--- config.mk ---
export PLATFORM = sky130hd
export DESIGN_NAME = fifo_word_packer
export DESIGN_NICKNAME = d
export VERILOG_FILES = /design/src/rtl/fifo_pack_pkg.sv /design/src/rtl/fifo_word_packer.sv
export SDC_FILE = /design/constraint.sdc
export NUM_CORES = 1
export LEC_CHECK = 0
export CORE_UTILIZATION = 52
export CTS_BUF_LIST = sky130_fd_sc_hd__clkbuf_8
export CTS_CLUSTER_DIAMETER = 150
export DETAILED_ROUTE_END_ITERATION = 8
export PLACE_DENSITY = 0.82
export SYNTH_ARGS = -nofsm -noshare
export SYNTH_HDL_FRONTEND = slang
export SYNTH_SLANG_ARGS = --single-unit
--- constraint.sdc ---
create_clock -name r_clk -period 2.9 [get_ports r_clk]
set_clock_uncertainty 0.2 [all_clocks]
set_input_delay 0.58 -clock r_clk [delete_from_list [all_inputs] [get_ports r_clk]]
set_output_delay 0.58 -clock r_clk [all_outputs]
set_load 0.05 [all_outputs]
--- src/rtl/fifo_pack_pkg.sv ---
// Shared types and helpers for the FIFO read-side word packer.
package fifo_pack_pkg;

  typedef enum logic [1:0] {IDLE, FILL, HOLD} state_t;

  function automatic int cnt_width(input int max_val);
    return $clog2(max_val + 1);
  endfunction

  localparam int DEF_LANES   = 4;
  localparam int DEF_TIMEOUT = 16;
  localparam int LANE_CNT_W  = cnt_width(DEF_LANES);
  localparam int IDLE_CNT_W  = cnt_width(DEF_TIMEOUT);

  // Contiguous lane mask with the n lowest bits set.
  function automatic logic [31:0] keep_from_count(input int unsigned n);
    logic [31:0] k;
    if (n >= 32) k = '1;
    else         k = (32'd1 << n) - 32'd1;
    return k;
  endfunction

endpackage

--- src/rtl/fifo_word_packer.sv ---
// Pops WIDTH-bit FIFO entries and packs LANES of them into one valid/ready word,
// flushing partial words on idle timeout or an explicit flush pulse.
import fifo_pack_pkg::*;

module fifo_word_packer #(
  parameter int WIDTH   = 8,
  parameter int LANES   = DEF_LANES,
  parameter int TIMEOUT = DEF_TIMEOUT
) (
  input  logic                   r_clk,
  input  logic                   areset,
  input  logic                   empty,
  input  logic [WIDTH-1:0]       r_data,
  output logic                   r_enable,
  input  logic                   flush,
  output logic [WIDTH*LANES-1:0] m_data,
  output logic [LANES-1:0]       m_keep,
  output logic                   m_valid,
  input  logic                   m_ready
);

  localparam int LCW = cnt_width(LANES);
  localparam int ICW = cnt_width(TIMEOUT);

  state_t                     state, state_nx;
  logic [LCW-1:0]             lanes, lanes_after;
  logic [ICW-1:0]             idle_cnt;
  logic                       inflight, flush_pending;
  logic                       pop, last_land, timed_out, part_go, flush_take;
  logic [LANES-1:0][WIDTH-1:0] acc;
  logic [LANES-1:0]           keep;

  assign lanes_after = lanes + LCW'(inflight);
  assign last_land   = inflight && (lanes == LCW'(LANES - 1));
  assign timed_out   = (idle_cnt == ICW'(TIMEOUT));
  assign part_go     = (state == FILL) && !inflight && (lanes != '0) &&
                       (flush_pending || timed_out);

  // A pop in the cycle we close a partial word would land after HOLD and be lost.
  assign pop = !areset && !empty && (state != HOLD) && !flush_pending && !part_go &&
               (lanes_after < LCW'(LANES));
  assign r_enable = pop;

  // Flush only latches if something is accumulated, landing, or being popped now.
  assign flush_take = flush && (state != HOLD) && (pop || inflight || (lanes != '0));

  assign m_data  = acc;
  assign m_keep  = keep;
  assign m_valid = (state == HOLD);

  always_comb begin
    state_nx = state;
    unique case (state)
      IDLE:    if (pop) state_nx = FILL;
      FILL:    if (last_land || part_go) state_nx = HOLD;
      HOLD:    if (m_ready) state_nx = IDLE;
      default: state_nx = IDLE;
    endcase
  end

  always_ff @(posedge r_clk or posedge areset) begin
    if (areset) begin
      state         <= IDLE;
      lanes         <= '0;
      inflight      <= 1'b0;
      idle_cnt      <= '0;
      flush_pending <= 1'b0;
      acc           <= '0;
      keep          <= '0;
    end else begin
      state    <= state_nx;
      inflight <= pop;
      if (state == HOLD) begin
        if (m_ready) begin
          lanes         <= '0;
          acc           <= '0;
          keep          <= '0;
          idle_cnt      <= '0;
          flush_pending <= 1'b0;
        end
      end else begin
        for (int i = 0; i < LANES; i++)
          if (inflight && (lanes == LCW'(i))) acc[i] <= r_data;
        lanes <= lanes_after;
        if (pop)
          idle_cnt <= '0;
        else if ((state == FILL) && !inflight && !timed_out)
          idle_cnt <= idle_cnt + ICW'(1);
        if (flush) flush_pending <= flush_take;
        if (state_nx == HOLD) keep <= LANES'(keep_from_count(32'(lanes_after)));
      end
    end
  end

endmodule
==> results.py, run 1 <==
metrics = {
    "worst_setup_path": {
        "worstPathArrival_ns": 1.99,
        "cpPeakStageDelay_ns": 0.46,
        "timing.rr.start": "lanes[0]",
        "required_ns": 2.12,
        "slowest_stage": "dfrtp_1",
        "cp-start-kind": "flop",
        "crit_type": "flop to output pin",
        "endpoint": "r_enable",
        "r2r_slack_ns": 0.36,
        "path_common_cell": "ha_1",
        "crit_cells": 6,
        "path_max_fanout": 5,
        "cp-end-kind": "output pin",
        "r2r_cells": 7,
        "crit_start": "lanes[0]",
        "r2r_end": "m_keep[2]",
        "cp_num_buf_inv": 1,
        "crit_path_cell_trace": "ha_1 -> ha_1 -> xnor2_1 -> nand3_1 -> a31oi_4 -> buf_12",
        "crit_family": "flip-flops",
    },
    "global_route": {
        "top_usage_layer": "met2",
        "overflow": 0,
        "grt_pass1_wl_mm": 8.197,
        "grt_max_degree": 38,
        "groute.layer.met2.usage": 0.3689,
        "met1_usage": 0.3471,
        "grtUsageMet3": 0.04000,
        "first_global_vias": 1754,
        "antenna_found_initial": 0,
        "grt.total_usage": 0.2427,
    },
    "synthesis": {
        "synth_area_leaders": "dfrtp_1 53%, nand2_1 8.8%, o21ai_0 7.1%",
        "syn_inst": 231,
        "yosys_warnings": 0,
        "synth_seq_area_share": 0.5292,
        "async_reset_ff_frac": 1.000,
        "synth_edf_count": 0,
        "ys_seq_elements": 48,
        "yosys-top-cells-count": "53 x nand2_1, 48 x dfrtp_1, 32 x o21ai_0, 15 x inv_1, 10 x nand3_1",
        "syn_area_sq_um": 2270,
        "synth_area_leader_cell": "dfrtp_1",
        "ys_types": 43,
        "synth.top_cell.area_share": 0.5292,
        "yosysMostFrequentCell": "nand2_1",
        "avgSynthCellArea_sq_um": 9.825,
        "synth_flop_cell": "dfrtp_1",
        "synth_fp_nets": 249,
    },
    "layout": {
        "area_delta_synth_final_pct": 30.04,
        "fin_nets": 302,
        "drive_above_1_share": 0.09123,
        "diodes": 0,
    },
    "detailed_routing": {
        "drc": 0,
        "routed_wl_mm": 4.998,
        "dr.pass1.iters": 4,
        "final_antenna_net_count": 0,
        "first_iter_violations": 124,
        "vias": 1818,
        "wl_per_cell_um": 14.92,
        "viasPerCell": 5.427,
    },
    "power_and_ir_drop": {
        "p_total_w": 0.003511,
        "peakVddDrop_v": 0.0006408,
        "power_density_nw_per_um2": 1190,
        "p_leak_nw": 1.294,
    },
    "hold_path": {
        "hold_path_class": "flop to flop",
        "worstHoldStart": "m_data[18]",
    },
    "floorplan": {
        "die_area_sq_um": 4633,
        "rows": 23,
        "initial_core_util": 0.5554,
        "core_sq_um": 4086,
        "fp.dieH_um": 68.07,
        "io_pins": 51,
        "dieWidth_um": 68.07,
    },
    "cts": {
        "cts_hold_buf": 0,
        "cts_max_level": 2,
        "root_buffer": "clkbuf_8",
        "clk_path_buf_depth": 2,
        "numCtsBuffers": 5,
        "cts_tree": "done",
        "clk_pin_slew_ns": 0.09,
        "cts_num_sinks": 48,
        "clock_latency_ns": 0.30,
    },
    "sta": {
        "setup_viol": 0,
        "period_needed_ns": 2.765,
        "post-route-period-util": 0.9535,
        "finalMaxSlewViolations": 0,
        "hold_viol_final": 0,
        "max_freq_mhz": 361.7,
        "slew_headroom": 0.5081,
        "whs_ns": 0.3106,
        "worstMarginPinSlew_ns": 0.7348,
    },
    "placed_design": {
        "port_buffers": 50,
        "hpwl_mm": 3.517,
        "place_congestion": 0.9145,
    },
    "status": {
        "status": "complete, no violations",
    },
    "run": {
        "maxCapViolations": 0,
    },
}
==> layout by cell type, fill, tap and decap left out, drive strengths merged, types with 2 or more instances in the layout <==
cell type / synthesis / final
clkdlybuf4s50: 0 / 49
dfrtp: 48 / 48
mux2i: 2 / 2
nand4: 3 / 3
nor3: 4 / 4
nand2b: 3 / 3
nand3: 10 / 10
nor3b: 2 / 2
a32o: 3 / 3
a211oi: 2 / 2
xor2: 4 / 4
ha: 5 / 5
or3: 3 / 3
o21ai: 35 / 35
inv: 16 / 17
nand2: 54 / 54
a21oi: 4 / 4
a31oi: 2 / 2
nor2: 7 / 7
nor4b: 3 / 3
buf: 8 / 6
clkbuf: 1 / 5
==> layout make-up <==
class                           count  area, sq um
Clock buffer                        5        68.82
Clock inverter                      3        46.29
Fill cell                         309         1135
Inverter                           16        62.56
Multi-Input combinational cell    158        949.7
Sequential cell                    48         1201
Tap cell                           50        62.56
Timing Repair Buffer               55        560.5
==> registers in the layout, indices dropped and copies added, names as in the netlist <==
signal	cells
lanes	3
state	2
m_data	32
flush_pending	1
idle_cnt	5
m_keep	4
inflight	1
==> power by group <==
| group | total, W | leakage (nW) | switching, W | internal [W] |
|---|---|---|---|---|
| sequential | 0.00114 | 0.635 | 0.000197 | 0.000941 |
| combinational | 0.00188 | 0.604 | 0.00123 | 0.000642 |
| clock | 0.000496 | 0.0548 | 0.000236 | 0.000260 |
==> per-stage QoR <==
stage / cells / worst slack [ns] / area, sq um / utilization / setup TNS [ns]
after detailed placement: 327 / 0.3627 / 2828 / 0.6920 / 0
after global placement: 327 / 0.3798 / 2828 / 0.6920 / 0
after floorplan: 231 / 0.1673 / 2270 / - / 0
after global routing: 335 / -0.01086 / 2952 / 0.7223 / -0.01086
after CTS: 335 / 0.08318 / 2943 / 0.7201 / 0
final: 335 / 0.1349 / 2952 / 0.7223 / 0
==> worst min path at each step <==
| stage | endpoint | slack [ns] | cells after the start |
|---|---|---|---|
| finish | m_data[18] | 0.31 | 2 |
| global route | m_data[18] | 0.34 | 2 |
| CTS | state[0] | 0.32 | 1 |
| detailed placement | m_data[18] | 0.30 | 2 |
| global placement | m_data[20] | 0.28 | 2 |
| floorplan | state[0] | 0.26 | 1 |
==> kinds of logic (layout without fill, tap and decap cells) <==
group | Yosys count | after routing | share of synthesized area
flops | 48 | 48 | 0.5292
compound gates | 49 | 49 | 0.1240
mux | 2 | 2 | 0.008821
simple gates | 97 | 97 | 0.2349
fa+ha+maj | 5 | 5 | 0.02756
xor+xnor | 5 | 5 | 0.01929
buf+inv | 25 | 79 | 0.05623
==> what timing repair did <==
action                                  4_1_cts  5_1_grt
resized for setup                             0        1
endpoints found under the setup margin        0        1
buffers inserted                              0        0
==> metal layers <==
metal,routed length (um),vias to the layer above
met3,195,7
met4,62,0
li1,-,894
met1,2347,873
met2,2393,44
met5,0,-
==> worst reg2reg max path, delay by kind of cell, from the launching register on <==
kind | cells | cell delay [ns]
AOI/OAI and AO/OA | 1 | 0.17
and+or+nand+nor | 3 | 0.89
DFF | 1 | 0.46
adders and majority gates | 3 | 0.78
Note: power is estimated with default switching activity, not from simulation.
==> run 2: changes to the inputs <==
Settings changed: CTS_CLUSTER_SIZE set to 28, SKIP_CTS_REPAIR_TIMING set to 1.
==> results of run 2 <==
The final DEF is identical to that of run 1; final timing and power are the same.
==> RTL change: new RTL, config.mk and constraints of run 1 <==
The parameter `WIDTH` goes from 8 to 10.
--- a/src/rtl/fifo_word_packer.sv
+++ b/src/rtl/fifo_word_packer.sv
@@ -3,7 +3,7 @@
 import fifo_pack_pkg::*;
 
 module fifo_word_packer #(
-  parameter int WIDTH   = 8,
+  parameter int WIDTH   = 10,
   parameter int LANES   = DEF_LANES,
   parameter int TIMEOUT = DEF_TIMEOUT
 ) (
Interface: changed (resized m_data and r_data); port bits go from 51 to 61. No check against the original RTL was run, so the function may have changed too.
==> RTL change against run 1 <==
  * Register-to-register slack improved by 0.31 ns
  * Critical endpoint unchanged
  * Synthesized area increased by 13%
  * Wire length increased by 13%
  * Highest routed layer unchanged
  * Synthesized cell count increased by 17%
  * Design area increased by 14%
  * Final cell count increased by 20%
  * Via count increased by 14%
  * Count of clock-buffer cells in the layout unchanged
  * Setup slack got worse by 0.028 ns
  * Sequential cell count increased by 8
Power is left out: it rests on default switching activity, and per cell area and clock period it moved more than threefold.
==> RTL change: results <==
[run_status]
status = "finished clean"

[drt]
wl_per_cell_um = 14.1
dr.pass1.iters = 4
dr.first_iter.drc_count = 142
viasPerCell = 5.17

[synth]
syn-num-nets = 291
synthTopCellsByCount = "71 x nand2_1, 56 x dfrtp_1, 42 x o21ai_0, 16 x inv_1, 12 x nand3_1"
yosysUniqueCellTypes = 36
ys.flop_type = "dfrtp_1"
synthArstFlopShare = 1.00
yosys_warnings = 0
synth_area_leaders = "dfrtp_1 55%, nand2_1 10%, o21ai_0 8.2%"
synth-seq-area-share = 0.547

[clock_network]
root_buffer = "clkbuf_8"
path_clk_slew_ns = 0.10
clock_latency_ns = 0.31
cts_buffers = 5
clock_path_buffers = 2
cts_max_level = 2

[placed_design]
dp_slack_ns = 0.187
finalWeightedCongestion = 0.827
place_hpwl_mm = 4.02
port_buffers = 60
placed_area_sq_um = 3260

[worst_setup_path]
r2r_setup_slack_ns = 0.67
worstPathArrival_ns = 2.01
r2r_cells = 7
critical_path.max_fanout = 7
crit-reg2reg-launch = "inflight"
r2r_end = "m_keep[2]"

[cells_and_area]
largest_register_ffs = 40
antennaDiodeCount = 0
layout.nets = 353
layout_commonest_cell = "nand2_1"
drive_above_1_share = 0.102

[global_routing]
antenna_found_initial = 0
grt_usage = 0.235
grt_first_pass_wirelength_mm = 9.25
grt_start_max_net_pins = 33
grt_pass1_vias = 1980

[hold_path]
holdPathEnd = "m_data[27]"
hold_path_class = "reg2reg"
worstHoldPathCells = 2
min_from = "m_data[27]"

[timing]
worstMarginPinSlew_ns = 0.585
[RTL change: per-stage QoR]
stage	util	std cells	hold WS [ns]
2_1_floorplan	-	271	0.316
3_3_place_gp	0.690	391	0.282
3_5_place_dp	0.690	391	0.294
4_1_cts	0.709	399	0.317
5_1_grt	0.712	401	0.338
6_report	0.712	401	0.309
[RTL change: cell type report]
type                       instances  area (sq um)
fill                             350          1360
tap                               67          83.8
multi-input combinational        184          1030
clock buffer                       5          68.8
timing repair buffer              69           691
clock inverter                     3          22.5
inverter                          17          68.8
sequential                        56          1400
[RTL change: layer usage]
layer	vias to the layer above	GRT usage	wire, um
li1	1019	-	-
met1	983	0.323	2570
met5	-	0	0
met2	60	0.376	2750
met3	13	0.0333	208
met4	0	0.0980	140
[RTL change: worst max-delay path by stage]
| stage | slack, ns | startpoint | end |
|---|---|---|---|
| final | 0.11 | inflight | r_enable |
| after global placement | 0.21 | areset | r_enable |
| after floorplan | 0.58 | lanes[0] | r_enable |
| after global routing | 0.01 | inflight | r_enable |
| after detailed placement | 0.19 | areset | r_enable |
| after CTS | 0.03 | lanes[0] | r_enable |
[RTL change: cells by family (layout without fill, tap and decap cells)]
group                    count (synthesis)  count (layout)  synth area share
AND/OR/NAND/NOR                        116             116             0.215
flip-flops                              56              56             0.547
AO/OA/AOI/OAI                           51              51             0.111
buffers and inverters                   31              94            0.0576
multiplexers                             7               7            0.0283
adder cells (fa/ha/maj)                  5               5            0.0244
XOR/XNOR                                 5               5            0.0171
[RTL change: repair_timing]
item                                    4_1_cts  5_1_grt
endpoints found under the setup margin        0        1
buffers inserted                              0        2
gates resized for setup                       0        1
[RTL change: worst max-delay path: stages (launching register included)]
cell     delay [ns]
dfrtp_1        0.47
ha_1           0.22
ha_1           0.21
xor2_1         0.20
nor3_2         0.23
o41a_4         0.23
buf_12         0.14
